### config.mk
export PLATFORM = sky130hd
export DESIGN_NAME = gate_multi_mode
export DESIGN_NICKNAME = d
export VERILOG_FILES = /design/src/rtl/gate_pkg.sv /design/src/rtl/gate_eval.sv /design/src/rtl/gate_multi_mode.sv
export SDC_FILE = /design/constraint.sdc
export NUM_CORES = 1
export LEC_CHECK = 0
export BUFFER_PORTS_ARGS = -buffer_cell sky130_fd_sc_hd__buf_2
export CAP_MARGIN = 20
export CORE_AREA = 2 2 39 41
export CTS_CLUSTER_DIAMETER = 80
export CTS_CLUSTER_SIZE = 10
export DETAILED_ROUTE_END_ITERATION = 8
export DIE_AREA = 0 0 41 43
export HOLD_SLACK_MARGIN = 0.05
export MAX_ROUTING_LAYER = met4
export SETUP_SLACK_MARGIN = 0.02
export SLEW_MARGIN = 30
export SYNTH_ARGS = -nofsm -noshare
export SYNTH_HDL_FRONTEND = slang
export SYNTH_SLANG_ARGS = --single-unit
### constraint.sdc
create_clock -name clk -period 0.85 [get_ports clk]
set_clock_uncertainty 0.2 [all_clocks]
set_input_delay 0.17 -clock clk [delete_from_list [all_inputs] [get_ports clk]]
set_output_delay 0.17 -clock clk [all_outputs]
set_load 0.01 [all_outputs]
### src/rtl/gate_pkg.sv
// -----------------------------------------------------------------------------
// gate_pkg
// Shared types and helpers for the mode-selectable wiring-logic gate.
//   gate_mode_e  : 3-bit function select encoding
//   gate_state_e : controller states (INIT / IDLE / HOLD)
//   exactly_one  : "exactly one bit set" test used by the XOR / XNOR modes
// Optional feature macro used by the gate: GATE_FAULTY_EN.
// -----------------------------------------------------------------------------
package gate_pkg;

   typedef enum logic [2:0] {
      MODE_AND    = 3'd0,
      MODE_OR     = 3'd1,
      MODE_XOR    = 3'd2,
      MODE_NAND   = 3'd3,
      MODE_NOR    = 3'd4,
      MODE_XNOR   = 3'd5,
      MODE_FAULTY = 3'd6,
      MODE_RSVD   = 3'd7
   } gate_mode_e;

   typedef enum logic [1:0] {
      ST_INIT = 2'd0,
      ST_IDLE = 2'd1,
      ST_HOLD = 2'd2
   } gate_state_e;

   // Widest lamp bank the exactly_one helper handles; narrower banks are
   // zero-extended, which does not change the count of set bits.
   localparam int unsigned MAX_INPUTS = 32;

   // True when exactly one bit is set: non-zero and a power of two.
   function automatic logic exactly_one(input logic [MAX_INPUTS-1:0] v);
      return (v != '0) && ((v & (v - MAX_INPUTS'(1))) == '0);
   endfunction

endpackage

### src/rtl/gate_eval.sv
// -----------------------------------------------------------------------------
// gate_eval
// Purely combinational gate function: lamp inputs + mode -> eval.
// Ports:
//   in   [INPUT_COUNT-1:0]  lamp states
//   mode [2:0]              function select (gate_mode_e encoding)
//   eval                    selected function result
// FAULTY and reserved modes evaluate to 0; the faulty trigger behaviour lives
// in the controller.
// -----------------------------------------------------------------------------
module gate_eval
   import gate_pkg::*;
#(
   parameter int INPUT_COUNT = 2
) (
   input  logic [INPUT_COUNT-1:0] in,
   input  logic [2:0]             mode,
   output logic                   eval
);

   logic [MAX_INPUTS-1:0] in_ext;
   logic                  all_on;
   logic                  any_on;
   logic                  one_on;

   assign in_ext = MAX_INPUTS'(in);
   assign all_on = &in;
   assign any_on = |in;
   assign one_on = exactly_one(in_ext);

   always_comb begin
      eval = 1'b0;
      case (gate_mode_e'(mode))
         MODE_AND  : eval = all_on;
         MODE_OR   : eval = any_on;
         MODE_XOR  : eval = one_on;
         MODE_NAND : eval = ~all_on;
         MODE_NOR  : eval = ~any_on;
         MODE_XNOR : eval = ~one_on;
         default   : eval = 1'b0;
      endcase
   end

endmodule

### src/rtl/gate_multi_mode.sv
// -----------------------------------------------------------------------------
// gate_multi_mode
// Mode-selectable multi-input / multi-output gate with a registered level, a
// one-cycle change pulse and a post-change hold-off that filters chatter.
// Parameters:
//   INPUT_COUNT  number of lamp inputs
//   OUTPUT_COUNT number of replicated output wires
//   HOLD_CYCLES  hold-off length after a committed change (0 = none)
// Ports:
//   clk            clock, rising edge
//   logic_reset_n  asynchronous active-low reset
//   in             lamp states
//   mode           function select
//   trigger        faulty-mode trigger strobe
//   out_level      registered result, replicated
//   out_pulse      one-cycle strobe on each committed change / faulty fire
// Optional feature: define GATE_FAULTY_EN to enable the FAULTY mode (6) and
// the trigger input; otherwise mode 6 acts as the reserved mode.
// -----------------------------------------------------------------------------
module gate_multi_mode
   import gate_pkg::*;
#(
   parameter int INPUT_COUNT  = 2,
   parameter int OUTPUT_COUNT = 2,
   parameter int HOLD_CYCLES  = 0
) (
   input  logic                    clk,
   input  logic                    logic_reset_n,
   input  logic [INPUT_COUNT-1:0]  in,
   input  logic [2:0]              mode,
   input  logic                    trigger,
   output logic [OUTPUT_COUNT-1:0] out_level,
   output logic [OUTPUT_COUNT-1:0] out_pulse
);

   // A zero-length hold-off never enters HOLD; keep a 1-bit counter so the
   // register declaration stays legal.
   localparam int             CNT_W     = (HOLD_CYCLES > 0) ? $clog2(HOLD_CYCLES + 1) : 1;
   localparam logic           USE_HOLD  = (HOLD_CYCLES > 0);
   localparam logic [CNT_W-1:0] HOLD_LOAD = CNT_W'(HOLD_CYCLES);

   gate_state_e      state_reg,  state_next;
   logic             result_reg, result_next;
   logic             pulse_reg,  pulse_next;
   logic [CNT_W-1:0] cnt_reg,    cnt_next;

   logic eval;
   logic faulty_mode;
   logic faulty_fire;

   gate_eval #(
      .INPUT_COUNT (INPUT_COUNT)
   ) u_eval (
      .in   (in),
      .mode (mode),
      .eval (eval)
   );

`ifdef GATE_FAULTY_EN
   assign faulty_mode = (gate_mode_e'(mode) == MODE_FAULTY);
   assign faulty_fire = faulty_mode && trigger && (&in);
`else
   logic unused_trigger;
   assign unused_trigger = trigger;
   assign faulty_mode    = 1'b0;
   assign faulty_fire    = 1'b0;
`endif

   always_ff @(posedge clk or negedge logic_reset_n) begin
      if (!logic_reset_n) begin
         state_reg  <= ST_INIT;
         result_reg <= 1'b0;
         pulse_reg  <= 1'b0;
         cnt_reg    <= '0;
      end else begin
         state_reg  <= state_next;
         result_reg <= result_next;
         pulse_reg  <= pulse_next;
         cnt_reg    <= cnt_next;
      end
   end

   always_comb begin
      state_next  = state_reg;
      result_next = result_reg;
      pulse_next  = 1'b0;
      cnt_next    = cnt_reg;
      case (state_reg)
         // Silent load so inverting modes do not pulse out of reset.
         ST_INIT: begin
            result_next = eval;
            state_next  = ST_IDLE;
         end
         ST_IDLE: begin
            if (faulty_mode) begin
               // Level is pinned low; only the trigger produces a pulse.
               result_next = 1'b0;
               if (faulty_fire) begin
                  pulse_next = 1'b1;
                  if (USE_HOLD) begin
                     cnt_next   = HOLD_LOAD;
                     state_next = ST_HOLD;
                  end
               end
            end else if (eval != result_reg) begin
               result_next = eval;
               pulse_next  = 1'b1;
               if (USE_HOLD) begin
                  cnt_next   = HOLD_LOAD;
                  state_next = ST_HOLD;
               end
            end
         end
         // Inputs, mode and trigger are ignored here; IDLE re-evaluates
         // afresh, so only a net change across the window commits.
         ST_HOLD: begin
            cnt_next = cnt_reg - CNT_W'(1);
            if (cnt_reg == CNT_W'(1)) begin
               state_next = ST_IDLE;
            end
         end
         default: begin
            state_next = ST_INIT;
         end
      endcase
   end

   generate
      for (genvar gi = 0; gi < OUTPUT_COUNT; gi++) begin : g_fanout
         assign out_level[gi] = result_reg;
         assign out_pulse[gi] = pulse_reg;
      end
   endgenerate

endmodule
==> results.cfg <==
[timing]
timing.final.ws_setup_ns = -0.4934
fin_crit_ns = 1.343
slew_violations = 0
rsz0062_at_grt = yes
setup_violations = 6
post-route-period-util = 1.580
hold_viol_final = 0
fmax_mhz = 744.4

[cells_and_area]
fin_area_sq_um = 394.1
area_growth_pct = 71.20
layout-drive-gt1-share = 0.5500
diodes = 0
fin_cells = 56
fin_nets = 51

[clock_tree]
cts-root-buf = clkbuf_4
cts_sinks = 3
clkLatencyLatePin_ns = 0.23
cts_buffers = 3
clock_path_buffers = 2
cts_htree_levels = 1
cts_tree = built
cts.clk_slew.worst_paths_ns = 0.04

[place]
dp_hpwl_um = 335
placed_cell_area_sq_um = 317.8
port_buffers = 10
numPlacedInstances = 49
gp_congestion = 0.6687

[logic_synthesis]
syn_nets = 34
ys_top_cells_by_area = dfrtp_1, buf_4, ha_1
synth_edf_count = 0
synthCells = 24
synth_cell_types = 12
synth_seq_cells = 3
async_flop_share = 1.000
ys.flop_type = dfrtp_1
synth_area_sq_um = 230.2
yosys.area.top_type = dfrtp_1
yosysWarnings = 0
synth.cells.most_frequent = buf_4, inv_1, dfrtp_1
synth_top_area_share = 0.3261
syn_area_per_cell_sq_um = 9.593
ys_seq_area_frac = 0.3261

[die]
fp-row-count = 14
coreArea_sq_um = 1384
dieArea_sq_um = 1763
die_w_um = 41
io_pins = 12
dieHeight_um = 43
initial_core_util = 0.1664

[critical_path]
cp.required_ns = 0.81
max_stage_delay_ns = 0.27
crit_arrival_ns = 1.30
critical_path_class = in -> reg
worstPathCellList = buf_6 > inv_4 > ha_4 > or2b_1 > a211o_1 > o311ai_2 > mux2i_1
end_kind = register
startpoint_type = input pin
worst-path-stages = 7
crit_family = compound AO/OA/AOI/OAI gates
path_max_fanout = 2
cp_slowest_cell = a211o_1
worstRegToRegCells = 3
crit_buf_inv = 2

[grt]
gr-total-overflow = 0
grt_max_degree = 4
antenna_found_initial = 0
grt_pass1_wl_um = 731
track_usage = 0.06989
first_global_vias = 200

[power_and_ir_drop]
power_density_nw_per_um2 = 1472
leakagePower_uw = 0.0001968
ir_drop_uv = 257.3

[route]
first_iter_violations = 1
dr_wl_met3_um = 26
vias = 208
routed_wl_um = 453
m1WireLength_um = 143
viasPerCell = 3.714
wl_per_cell_um = 8.089
firstDrtPassIters = 2
drc = 0
ant_nets = 0
dr_wl_met2_um = 264
top_layer_used = met4

[flow_run]
maxCapViolations = 0

[status]
status = finished with violations
violations = negative setup slack

[min_path]
hp-class = in -> async
[repair_timing]
item,CTS,global route
gates resized for setup,5,1
setup endpoints to repair,6,6
buffers inserted,2,0
hold buffers,1,0
pin swaps,2,0
hold endpoints to repair,3,0
[cell type report]
class,instances,area [sq um]
flip-flops and latches,3,75.07
repair buffers,16,120.1
inverters,4,30.03
well taps,16,20.02
fillers,149,989.7
multi-input cells,13,122.6
clock buffers,4,26.28
[routing by layer]
metal  up-vias  track usage
li1        104            -
met1        94      0.06410
met2         8       0.1031
met3         2            0
met4         0       0.1000
met5         -            -
[report_power, final]
group	switching [uW]	internal, uW
registers	8.35	157
clock network	74.5	176
logic	68.1	95.8
total	151	429
[per-stage QoR]
step / setup WS, ns / hold WS [ns] / TNS, ns / utilization / power (uW)
2_1_floorplan: -0.6081 / -0.3256 / -1.157 / - / 277.2
3_3_place_gp: -0.8533 / -0.2320 / -1.607 / 0.2297 / 293.6
3_5_place_dp: -0.8610 / -0.2303 / -1.631 / 0.2297 / 294.9
4_1_cts: -0.4810 / 0.05698 / -1.978 / 0.2803 / 584.2
5_1_grt: -0.5205 / 0.07352 / -2.162 / 0.2848 / 621.6
6_report: -0.4934 / 0.06144 / -1.999 / 0.2848 / 580.0
[cell usage in the layout (no fill, tap or decap), drive strengths merged]
cell         count
a211o            1
buf             15
clkbuf           4
conb             1
dfrtp            3
dlygate4sd3      1
ha               2
inv              4
mux2i            2
nand2            2
nand2b           2
o2111ai          1
o311ai           1
or2b             1
[kinds of logic (layout without fill, tap and decap cells)]
logic type | Yosys count | after routing | synth area share
buffers and inverters | 8 | 24 | 0.1956
DFF | 3 | 3 | 0.3261
and+or+nand+nor | 5 | 5 | 0.1196
muxes | 2 | 2 | 0.08696
AOI/OAI and AO/OA | 3 | 3 | 0.1468
other | 1 | 1 | 0.01629
adders and majority gates | 2 | 2 | 0.1087
[final timing paths]
path / startpoint / endpoint / slack [ns]
max: in[0] / pulse_reg$_DFF_PN0_ / -0.49
min: logic_reset_n / pulse_reg$_DFF_PN0_ / 0.06
max reg2reg: result_reg$_DFFE_PN0P_ / pulse_reg$_DFF_PN0_ / -0.19
min reg2reg: state_reg[0]$_DFFE_PN0N_ / pulse_reg$_DFF_PN0_ / 0.32
max in group asynchronous: logic_reset_n / state_reg[0]$_DFFE_PN0N_ / 0.28
min in group clk: mode[2] / pulse_reg$_DFF_PN0_ / 0.12
(Power assumes the default switching activity.)
